[src/rtl/median_win_sched.sv]
// rtl/median_win_sched.sv - frame scheduler feeding 3x3 windows to a median unit and writing results
//
// Ports:
//   clk, rst            clock and synchronous active-high reset
//   start               begin one frame (sampled only while idle)
//   busy, done          frame in progress / one-cycle completion pulse
//   rd_en, rd_addr      source frame buffer read strobe and address
//   rd_data             source data, valid the cycle after rd_en
//   win                 9-slot window to the median unit, slot k = [k*DW +: DW]
//   med_en              one-cycle median unit enable
//   med_dout            median unit result, valid MED_LAT cycles after med_en is sampled
//   wr_en, wr_addr      destination frame buffer write strobe and address (y*IMG_W+x)
//   wr_data             destination data: median for interior pixels, centre pixel for border pixels

module median_win_sched #(
    parameter int DW      = 12,
    parameter int IMG_W   = 640,
    parameter int IMG_H   = 480,
    parameter int AW      = 19,
    parameter int MED_LAT = 3
) (
    input  logic            clk,
    input  logic            rst,
    input  logic            start,
    output logic            busy,
    output logic            done,
    output logic            rd_en,
    output logic [AW-1:0]   rd_addr,
    input  logic [DW-1:0]   rd_data,
    output logic [9*DW-1:0] win,
    output logic            med_en,
    input  logic [DW-1:0]   med_dout,
    output logic            wr_en,
    output logic [AW-1:0]   wr_addr,
    output logic [DW-1:0]   wr_data
);

    localparam int XW = (IMG_W > 1) ? $clog2(IMG_W) : 1;
    localparam int YW = (IMG_H > 1) ? $clog2(IMG_H) : 1;
    localparam int LW = (MED_LAT > 2) ? $clog2(MED_LAT) : 1;

    localparam logic [AW-1:0] W_A    = AW'(IMG_W);
    localparam logic [XW-1:0] X_LAST = XW'(IMG_W - 1);
    localparam logic [YW-1:0] Y_LAST = YW'(IMG_H - 1);

    typedef enum logic [2:0] {
        S_IDLE,
        S_READ,
        S_CAPTURE,
        S_FIRE,
        S_WAIT,
        S_WRITE,
        S_DONE
    } state_t;

    state_t          state;
    logic [XW-1:0]   x;
    logic [YW-1:0]   y;
    logic [3:0]      k;
    logic [AW-1:0]   pix_addr;   // running y*IMG_W+x, advanced once per written pixel
    logic            edge_px;    // current pixel lies on the frame border
    logic [LW-1:0]   wait_cnt;
    logic [DW-1:0]   win_r [9];
    logic [DW-1:0]   wr_data_r;

    logic [XW-1:0]   nxt_x;
    logic [YW-1:0]   nxt_y;
    logic [AW-1:0]   nxt_addr;
    logic            nxt_edge;
    logic            last_px;

    // Offset of window slot kk from the centre address, modulo 2^AW.
    function automatic logic [AW-1:0] slot_off(input logic [3:0] kk);
        logic [AW-1:0] row;
        logic [AW-1:0] col;
        case (kk)
            4'd0, 4'd1, 4'd2: row = '0 - W_A;
            4'd3, 4'd4, 4'd5: row = '0;
            default:          row = W_A;
        endcase
        case (kk)
            4'd0, 4'd3, 4'd6: col = {AW{1'b1}};
            4'd1, 4'd4, 4'd7: col = '0;
            default:          col = AW'(1);
        endcase
        return row + col;
    endfunction

    function automatic logic is_edge(input logic [XW-1:0] xx, input logic [YW-1:0] yy);
        return (xx == '0) || (xx == X_LAST) || (yy == '0) || (yy == Y_LAST);
    endfunction

    for (genvar i = 0; i < 9; i++) begin : g_win
        assign win[i*DW +: DW] = win_r[i];
    end

    // Interior results come straight from the median unit during the write cycle;
    // border pixels use the centre word captured earlier.
    assign wr_data = (wr_en && !edge_px) ? med_dout : wr_data_r;

    always_comb begin
        last_px  = (x == X_LAST) && (y == Y_LAST);
        nxt_x    = x + XW'(1);
        nxt_y    = y;
        if (x == X_LAST) begin
            nxt_x = '0;
            nxt_y = y + YW'(1);
        end
        nxt_addr = pix_addr + AW'(1);
        nxt_edge = is_edge(nxt_x, nxt_y);
    end

    always_ff @(posedge clk) begin
        if (rst) begin
            state     <= S_IDLE;
            x         <= '0;
            y         <= '0;
            k         <= '0;
            pix_addr  <= '0;
            edge_px   <= 1'b0;
            wait_cnt  <= '0;
            for (int i = 0; i < 9; i++) win_r[i] <= '0;
            wr_data_r <= '0;
            busy      <= 1'b0;
            done      <= 1'b0;
            rd_en     <= 1'b0;
            rd_addr   <= '0;
            med_en    <= 1'b0;
            wr_en     <= 1'b0;
            wr_addr   <= '0;
        end else begin
            case (state)
                S_IDLE: begin
                    if (start) begin
                        // Pixel (0,0) is always a border pixel: only its centre is read.
                        state    <= S_READ;
                        x        <= '0;
                        y        <= '0;
                        k        <= 4'd4;
                        pix_addr <= '0;
                        edge_px  <= 1'b1;
                        busy     <= 1'b1;
                        rd_en    <= 1'b1;
                        rd_addr  <= '0;
                    end
                end

                S_READ: begin
                    // Data arriving now belongs to the slot requested last cycle.
                    if (!edge_px && k != 4'd0) win_r[k - 4'd1] <= rd_data;
                    if (edge_px || k == 4'd8) begin
                        state <= S_CAPTURE;
                        rd_en <= 1'b0;
                    end else begin
                        k       <= k + 4'd1;
                        rd_addr <= pix_addr + slot_off(k + 4'd1);
                    end
                end

                S_CAPTURE: begin
                    win_r[k] <= rd_data;
                    if (edge_px) begin
                        state     <= S_WRITE;
                        wr_en     <= 1'b1;
                        wr_addr   <= pix_addr;
                        wr_data_r <= rd_data;
                    end else begin
                        state  <= S_FIRE;
                        med_en <= 1'b1;
                    end
                end

                S_FIRE: begin
                    med_en <= 1'b0;
                    if (MED_LAT <= 1) begin
                        state   <= S_WRITE;
                        wr_en   <= 1'b1;
                        wr_addr <= pix_addr;
                    end else begin
                        state    <= S_WAIT;
                        wait_cnt <= LW'(MED_LAT - 2);
                    end
                end

                S_WAIT: begin
                    if (wait_cnt == '0) begin
                        state   <= S_WRITE;
                        wr_en   <= 1'b1;
                        wr_addr <= pix_addr;
                    end else begin
                        wait_cnt <= wait_cnt - LW'(1);
                    end
                end

                S_WRITE: begin
                    wr_en <= 1'b0;
                    if (last_px) begin
                        state    <= S_DONE;
                        x        <= '0;
                        y        <= '0;
                        pix_addr <= '0;
                        done     <= 1'b1;
                        busy     <= 1'b0;
                    end else begin
                        state    <= S_READ;
                        x        <= nxt_x;
                        y        <= nxt_y;
                        pix_addr <= nxt_addr;
                        edge_px  <= nxt_edge;
                        k        <= nxt_edge ? 4'd4 : 4'd0;
                        rd_en    <= 1'b1;
                        rd_addr  <= nxt_edge ? nxt_addr : nxt_addr + slot_off(4'd0);
                    end
                end

                S_DONE: begin
                    done  <= 1'b0;
                    state <= S_IDLE;
                end

                default: state <= S_IDLE;
            endcase
        end
    end

endmodule

[config.mk]
export PLATFORM = sky130hd
export DESIGN_NAME = median_win_sched
export DESIGN_NICKNAME = d
export VERILOG_FILES = /design/src/rtl/median_win_sched.sv
export SDC_FILE = /design/constraint.sdc
export NUM_CORES = 1
export LEC_CHECK = 0
export CORE_UTILIZATION = 54
export DETAILED_ROUTE_END_ITERATION = 12
export PLACE_DENSITY = 0.91
export SYNTH_ARGS = -nofsm -noshare
export SYNTH_HDL_FRONTEND = slang
export SYNTH_SLANG_ARGS = --single-unit
[constraint.sdc]
create_clock -name clk -period 5.7 [get_ports clk]
set_clock_uncertainty 0.1 [all_clocks]
set_input_delay 1.71 -clock clk [delete_from_list [all_inputs] [get_ports clk]]
set_output_delay 1.71 -clock clk [all_outputs]
set_load 0.1 [all_outputs]
==> results of run 1 <==
registers in the layout, indices dropped and copies added (netlist names):
register and cells:
busy 1, done 1, edge_px 1, k 4, med_en 1, pix_addr 19
rd_addr 19, rd_en 1, state 3, wait_cnt 2, win_r 108, wr_addr 19
wr_data_r 12, wr_en 1, x 10, y 9
metrics by stage:
step                util [%]  setup slack, ns  instances  area, um2  hold slack (ns)
finish                 69.24           0.4490       1608      14150           0.3688
global route           69.24          0.08968       1608      14150           0.3860
floorplan                  -           0.4006       1170      11350           0.3338
detailed placement     65.35           0.4778       1568      13350           0.3593
global placement       65.35           0.6153       1568      13350           0.3460
CTS                    69.24           0.4217       1608      14140           0.3680
timing repair:
item / in CTS / in global routing
endpoints found under the setup margin: 0 / 2
endpoints found under the hold margin: 0 / 0
resized for setup: 0 / 1
tightest hold or removal path, cell delays in order, from the launching register on:
cell	delay (ns)
dfxtp_1	0.32
nand2_1	0.05
a21oi_1	0.05
cell usage after synthesis (all sizes together) (4+ instances only):
cell type	count
edfxtp	108
nor3b	4
a31oi	9
xnor2	32
and4	6
a221oi	5
nand2	75
nand4	21
buf	16
nand3b	9
fa	12
ha	33
nor2b	17
nand3	25
a21o	10
a21oi	82
dfxtp	103
a211oi	12
inv	39
a311oi	7
nor4	8
and2	102
or3	10
and3	23
mux2	14
o22ai	11
xor2	19
nor2	113
or2	11
nand4b	4
o21ai	34
o31ai	6
a22oi	29
nor3	29
clkbuf	58
nand2b	11
mux2i	23
cell type report:
type,count,area share [%]
Clock buffer,27,4.166
Clock inverter,13,1.442
Inverter,39,1.035
Multi-Input combinational cell,846,39.63
Sequential cell,211,37.50
Tap cell,270,2.388
Timing Repair Buffer,202,13.83
cell families after synthesis:
family	count (synthesis)	synth area share [%]
muxes	37	3.418
adders and majority gates	45	5.756
buffers and inverters	113	4.036
AOI/OAI and AO/OA	236	13.45
DFF	211	46.75
xor gates and xnor gates	51	3.937
and+or+nand+nor	477	22.65
how the worst max path moves through the flow:
stage               startpoint     endpoint  slack (ns)  cells past startpoint
CTS                       k[2]  rd_addr[15]        0.42                     17
global placement          k[2]  rd_addr[15]        0.62                     17
finish                    k[2]  rd_addr[15]        0.45                     17
floorplan                 k[0]  rd_addr[15]        0.40                     19
detailed placement        k[2]  rd_addr[15]        0.48                     17
global route              k[2]  rd_addr[17]        0.09                     17
power breakdown:
| part | leakage (nW) | internal [mW] | total, mW | switching, mW |
|---|---|---|---|---|
| clock | 0.383 | 0.965 | 1.58 | 0.611 |
| combinational | 2.96 | 0.653 | 2.04 | 1.39 |
| sequential | 1.95 | 1.68 | 1.76 | 0.0794 |
per-layer routing:
metal / GRT usage, % / vias up / wire (um)
li1: - / 4503 / -
met1: 35.37 / 4593 / 12390
met2: 50.50 / 474 / 15410
met3: 4.627 / 73 / 2557
met4: 8.454 / 0 / 855
met5: 0 / - / 0
==> qor.yml, run 1 <==
outcome:
  status: "completed"
cells_and_area:
  area.sequential_mm2: 0.005305
  final_cell_mix: "clkdlybuf4s50_1, nor2_1, edfxtp_1, dfxtp_1, and2_1"
  multi_input_area_mm2: 0.005607
  fillCellCount: 1504
  diodes: 0
  drive_above_1_share_pct: 7.773
  nets: 1394
  syn2layout_area_growth_pct: 24.67
  layout_commonest_cell: "clkdlybuf4s50_1"
critical_path:
  crit_type: "flip-flop to flip-flop"
  rr_endpoint: "rd_addr[15]"
  worst-path-buf-inv: 2
  worstPathArrival_ns: 5.52
  slowest_stage: "dfxtp_1"
  reg2reg_depth: 17
  cp_top_family: "compound AO/OA/AOI/OAI gates"
  timing.critical_path.fanout_max: 16
  rr_startpoint: "k[2]"
  critPathMaxStageDelay_ns: 0.63
  startpoint_type: "flip-flop"
  end_kind: "flip-flop"
  rrSetupSlack_ns: 0.45
  crit_chain: "nand3_1 -> xor2_1 -> o221ai_1 -> buf_4 -> inv_1 -> ha_1 -> ha_1 -> fa_1 -> a21o_1 -> a21o_1 -> a21oi_1 -> o21ai_0 -> a2111oi_1 -> nor2_1 -> mux2_2 -> a32oi_1 -> o22ai_1"
  crit_required_ns: 5.97
drt:
  firstDrtPassIters: 6
  drc_errors: 0
  dr.first_iter.drc_count: 846
  detail-route-antenna-nets: 0
  totalWireLength_um: 31210
  vias_per_cell: 5.997
  dr_total_vias: 9643
  wl_per_cell_um: 19.41
timing:
  hold_violations: 0
  slew_violations: 0
  fin_crit_ns: 5.251
  setup_viol: 0
  grt_setup_unrepaired: "false"
  max_slew_margin_pct: 27.29
  fin_crit_sh_pct: 92.12
  worst_pin_slew_ns: 1.087
  fmax_mhz: 190.4
  finalSetupTns_ns: 0
pwr:
  power_mw: 5.370
  p_leak_nw: 5.295
  powerDensity_mw_per_mm2: 379.6
  irDropWorstVdd_uv: 266.7
grt:
  grt_max_degree: 63
  grt-ovfl-total: 0
  grt_pass1_vias: 9082
  grt_pass1_wl_um: 48820
  antenna_found_initial: 0
  grt_usage_pct: 28.39
clocking:
  cts_max_level: 1
  cts_made_buffers: 22
  path_clk_slew_ns: 0.06
  cts_buffer_depth: 3
  worstSkewPairLatency_ns: 0.52
  hold_buffers: 0
  cts_root_buffer: "clkbuf_16"
  cts_tree: "yes"
  postCtsSetupRepairBufs: 0
  clock_sinks: 211
logic_synthesis:
  synth.top_cell.area_share_pct: 28.58
  synth_cell_types: 75
  seq_area_frac_synth_pct: 46.75
  synth-async-reset-ratio_pct: 0
  ys_ff_latch: 211
  avgSynthCellArea_um2: 9.698
  synth_flop_cell: "edfxtp_1"
  syn-num-nets: 1242
  yosysTopAreaCell: "edfxtp_1"
  synth.top_cells.by_area: "edfxtp_1, dfxtp_1, and2_1, nor2_1, ha_1"
  synthesis.instances: 1170
  syn_area_mm2: 0.01135
  ys_warn_count: 0
  synth-edff-count: 108
floorplanning:
  fp.dieW_um: 147.0
  fp.dieH_um: 147.0
  dieArea_mm2: 0.02160
  start_util_pct: 55.54
  ios: 190
  rows: 52
  core_area_mm2: 0.02043
hold_path:
  hp-start: "wr_data_r[7]"
  hp-class: "flip-flop to flip-flop"
  min_delay_path_depth: 2
  hold_end: "wr_data_r[7]"
placed_design:
  post-dp-hpwl_um: 21610
  place_congestion: 0.9293
  portBuffers: 189
job:
  cap_violations: 0
(Power assumes the default switching activity.)
==> run 2, diff against run 1 <==
REMOVE_ABC_BUFFERS = 1   (was not set)
==> run 2 against run 1 <==
  * Final cell count hardly changed
  * Largest power group unchanged
  * Core utilization down 0.42 points
  * Hold slack got worse by 0.012 ns
  * Sequential share of layout area rose by 0.23 points
  * Critical path depth stayed put
  * Sequential power is essentially flat
  * Global-route usage down 1.2 points
  * Design area down 0.61%
  * Clock-buffer cell count increased by 2
  * Combinational power about the same
  * Sequential cell count is the same
  * First-iteration DRC count down 13%
==> qor.yml, run 2 (synthesis results as in run 1) <==
clocking:
  cts_root_buffer: "clkbuf_16"  # unchanged
  cts_tree: "yes"  # unchanged
  cts_max_level: 1  # unchanged
  clock_sinks: 211  # unchanged
  worstSkewPairLatency_ns: 0.50  # was 0.52 ns
  cts_buffer_depth: 3  # unchanged
  path_clk_slew_ns: 0.07  # was 0.06 ns
  cts_made_buffers: 23  # was 22
  postCtsSetupRepairBufs: 0  # unchanged
cells_and_area:
  diodes: 0  # unchanged
  regMostFlops: "win_r"  # unchanged
  syn2layout_area_growth_pct: 23.91  # was 24.67%
  final_cell_mix: "clkdlybuf4s50_1, nor2_1, edfxtp_1, dfxtp_1, and2_1"  # unchanged
  drive_above_1_share_pct: 7.479  # was 7.773%
  layout_commonest_cell: "clkdlybuf4s50_1"  # unchanged
  largest_reg_flops: 108  # unchanged
  nets: 1393  # was 1394
  final_cells: 1607  # was 1608
drt:
  dr_total_vias: 9639  # was 9643
  vias_per_cell: 5.998  # was 5.997
  wl_per_cell_um: 18.61  # was 19.41 um
  dr.first_iter.drc_count: 735  # was 846
  totalWireLength_um: 29910  # was 31210 um
  detail-route-antenna-nets: 0  # unchanged
  drc_errors: 0  # unchanged
  firstDrtPassIters: 7  # was 6
pwr:
  power_switching_mw: 2.037  # was 2.076 mW
  internal-power_mw: 3.163  # was 3.294 mW
  clkPwrFrac_pct: 27.4  # was 29.4%
  pwr-share-comb_pct: 38.9  # was 37.9%
  p_seq_share_pct: 33.8  # was 32.7%
  sw_frac_of_total_pct: 39.17  # was 38.66%
  p_leak_nw: 5.243  # was 5.295 nW
  irDropWorstVdd_uv: 278.6  # was 266.7 uV
  powerDensity_mw_per_mm2: 369.8  # was 379.6 mW/mm2
timing:
  setup_viol: 0  # unchanged
  finalSetupTns_ns: 0  # unchanged
  hold_violations: 0  # unchanged
  fin_crit_ns: 5.174  # was 5.251 ns
  fmax_mhz: 193.3  # was 190.4 MHz
  slew_violations: 0  # unchanged
  max_slew_margin_pct: 16.72  # was 27.29%
  fin_crit_sh_pct: 90.77  # was 92.12%
  worst_pin_slew_ns: 1.248  # was 1.087 ns
  grt_setup_unrepaired: "false"  # unchanged
floorplanning:
  core_area_mm2: 0.02043  # unchanged
  start_util_pct: 55.54  # unchanged
  ios: 190  # unchanged
  dieArea_mm2: 0.02160  # unchanged
  rows: 52  # unchanged
  fp.dieH_um: 147.0  # unchanged
  fp.dieW_um: 147.0  # unchanged
critical_path:
  crit_required_ns: 5.95  # was 5.97 ns
  critPathMaxStageDelay_ns: 0.64  # was 0.63 ns
  startpoint_type: "flip-flop"  # unchanged
  timing.critical_path.fanout_max: 16  # unchanged
  crit_chain: "nand3_1 -> xor2_1 -> o221ai_1 -> buf_4 -> inv_1 -> ha_1 -> ha_1 -> fa_1 -> a21o_1 -> a21o_1 -> a21oi_1 -> o21ai_0 -> a2111oi_2 -> nor2_1 -> mux2_2 -> a32oi_1 -> o22ai_1"  # was nand3_1 -> xor2_1 -> o221ai_1 -> buf_4 -> inv_1 -> ha_1 -> ha_1 -> fa_1 -> a21o_1 -> a21o_1 -> a21oi_1 -> o21ai_0 -> a2111oi_1 -> nor2_1 -> mux2_2 -> a32oi_1 -> o22ai_1
  end_kind: "flip-flop"  # unchanged
  worstPathArrival_ns: 5.42  # was 5.52 ns
  slowest_stage: "dfxtp_1"  # unchanged
  reg2reg_depth: 17  # unchanged
  crit_type: "flip-flop to flip-flop"  # unchanged
  rrSetupSlack_ns: 0.53  # was 0.45 ns
grt:
  antenna_found_initial: 0  # unchanged
  grt_pass1_vias: 8876  # was 9082
  grt_pass1_wl_um: 47220  # was 48820 um
  grt-ovfl-total: 0  # unchanged
  grt_usage_pct: 27.14  # was 28.39%
  grt_max_degree: 86  # was 63
placed_design:
  place_congestion: 0.9622  # was 0.9293
  portBuffers: 189  # unchanged
  post-dp-hpwl_um: 20890  # was 21610 um
  dp.cells: 1566  # was 1568
job:
  cap_violations: 0  # unchanged
outcome:
  status: "completed"  # unchanged
hold_path:
  min_delay_path_depth: 2  # unchanged
  hp-class: "flip-flop to flip-flop"  # unchanged
[run 2: cell types whose count changed in the layout (fill, tap and decap cells not counted), sizes merged]
cell,delta
clkinvlp,+1
clkbuf,+2
clkinv,+1
bufinv,-3
buf,-2
[run 2: final timing paths]
kind	startpoint	end
hold / removal	wr_data_r[0]	wr_data_r[0]
setup / recovery	k[2]	rd_addr[15]
hold reg to reg	wr_data_r[0]	wr_data_r[0]
setup reg to reg	k[2]	rd_addr[15]
[run 2: area by class of cell]
type / instances / area [um2]
Timing Repair Buffer: 200 / 1942
Clock buffer: 29 / 598.1
Fill cell: 1482 / 6370
Multi-Input combinational cell: 846 / 5614
Clock inverter: 12 / 116.4
Inverter: 39 / 146.4
Tap cell: 270 / 337.8
Sequential cell: 211 / 5305
[run 2: layer usage]
metal	share of wire [%]	vias to the layer above	global-route usage, %
met3	9.4	70	4.037
li1	-	4509	-
met1	41	4526	35.98
met5	0	-	0
met2	47	534	45.36
met4	2.9	0	9.536
[run 2: worst max-delay path, delay by kind of cell, from the launching register on]
family | cells | cell delay (ns)
buffers and inverters | 2 | 0.59
xor gates and xnor gates | 1 | 0.31
AOI/OAI and AO/OA | 8 | 1.76
DFF | 1 | 0.64
adders and majority gates | 3 | 0.97
and+or+nand+nor | 2 | 0.34
muxes | 1 | 0.30
[run 2: power by group through the flow]
stage	clock, mW	sequential [mW]	combinational, mW
CTS	1.44	1.75	2.00
floorplan	0	2.24	1.04
global placement	0	1.78	1.93
finish	1.42	1.76	2.02
global route	1.49	1.76	2.17
detailed placement	0	1.78	1.98
[run 2: stage by stage]
| step | setup slack (ns) | util (%) | power (mW) | cell area, um2 | hold slack [ns] |
|---|---|---|---|---|---|
| global route | 0.1618 | 68.82 | 5.422 | 14060 | 0.3718 |
| detailed placement | 0.4660 | 65.29 | 3.762 | 13340 | 0.3473 |
| global placement | 0.5967 | 65.29 | 3.710 | 13340 | 0.3439 |
| finish | 0.5263 | 68.82 | 5.200 | 14060 | 0.3567 |
| floorplan | 0.5128 | - | 3.281 | 11040 | 0.3278 |
| CTS | 0.4303 | 68.79 | 5.190 | 14050 | 0.3560 |
[run 2: what timing repair did]
| item | CTS | global route |
|---|---|---|
| endpoints found under the setup margin | 0 | 2 |
| hold buffers | 0 | 0 |
| resized for setup | 0 | 2 |
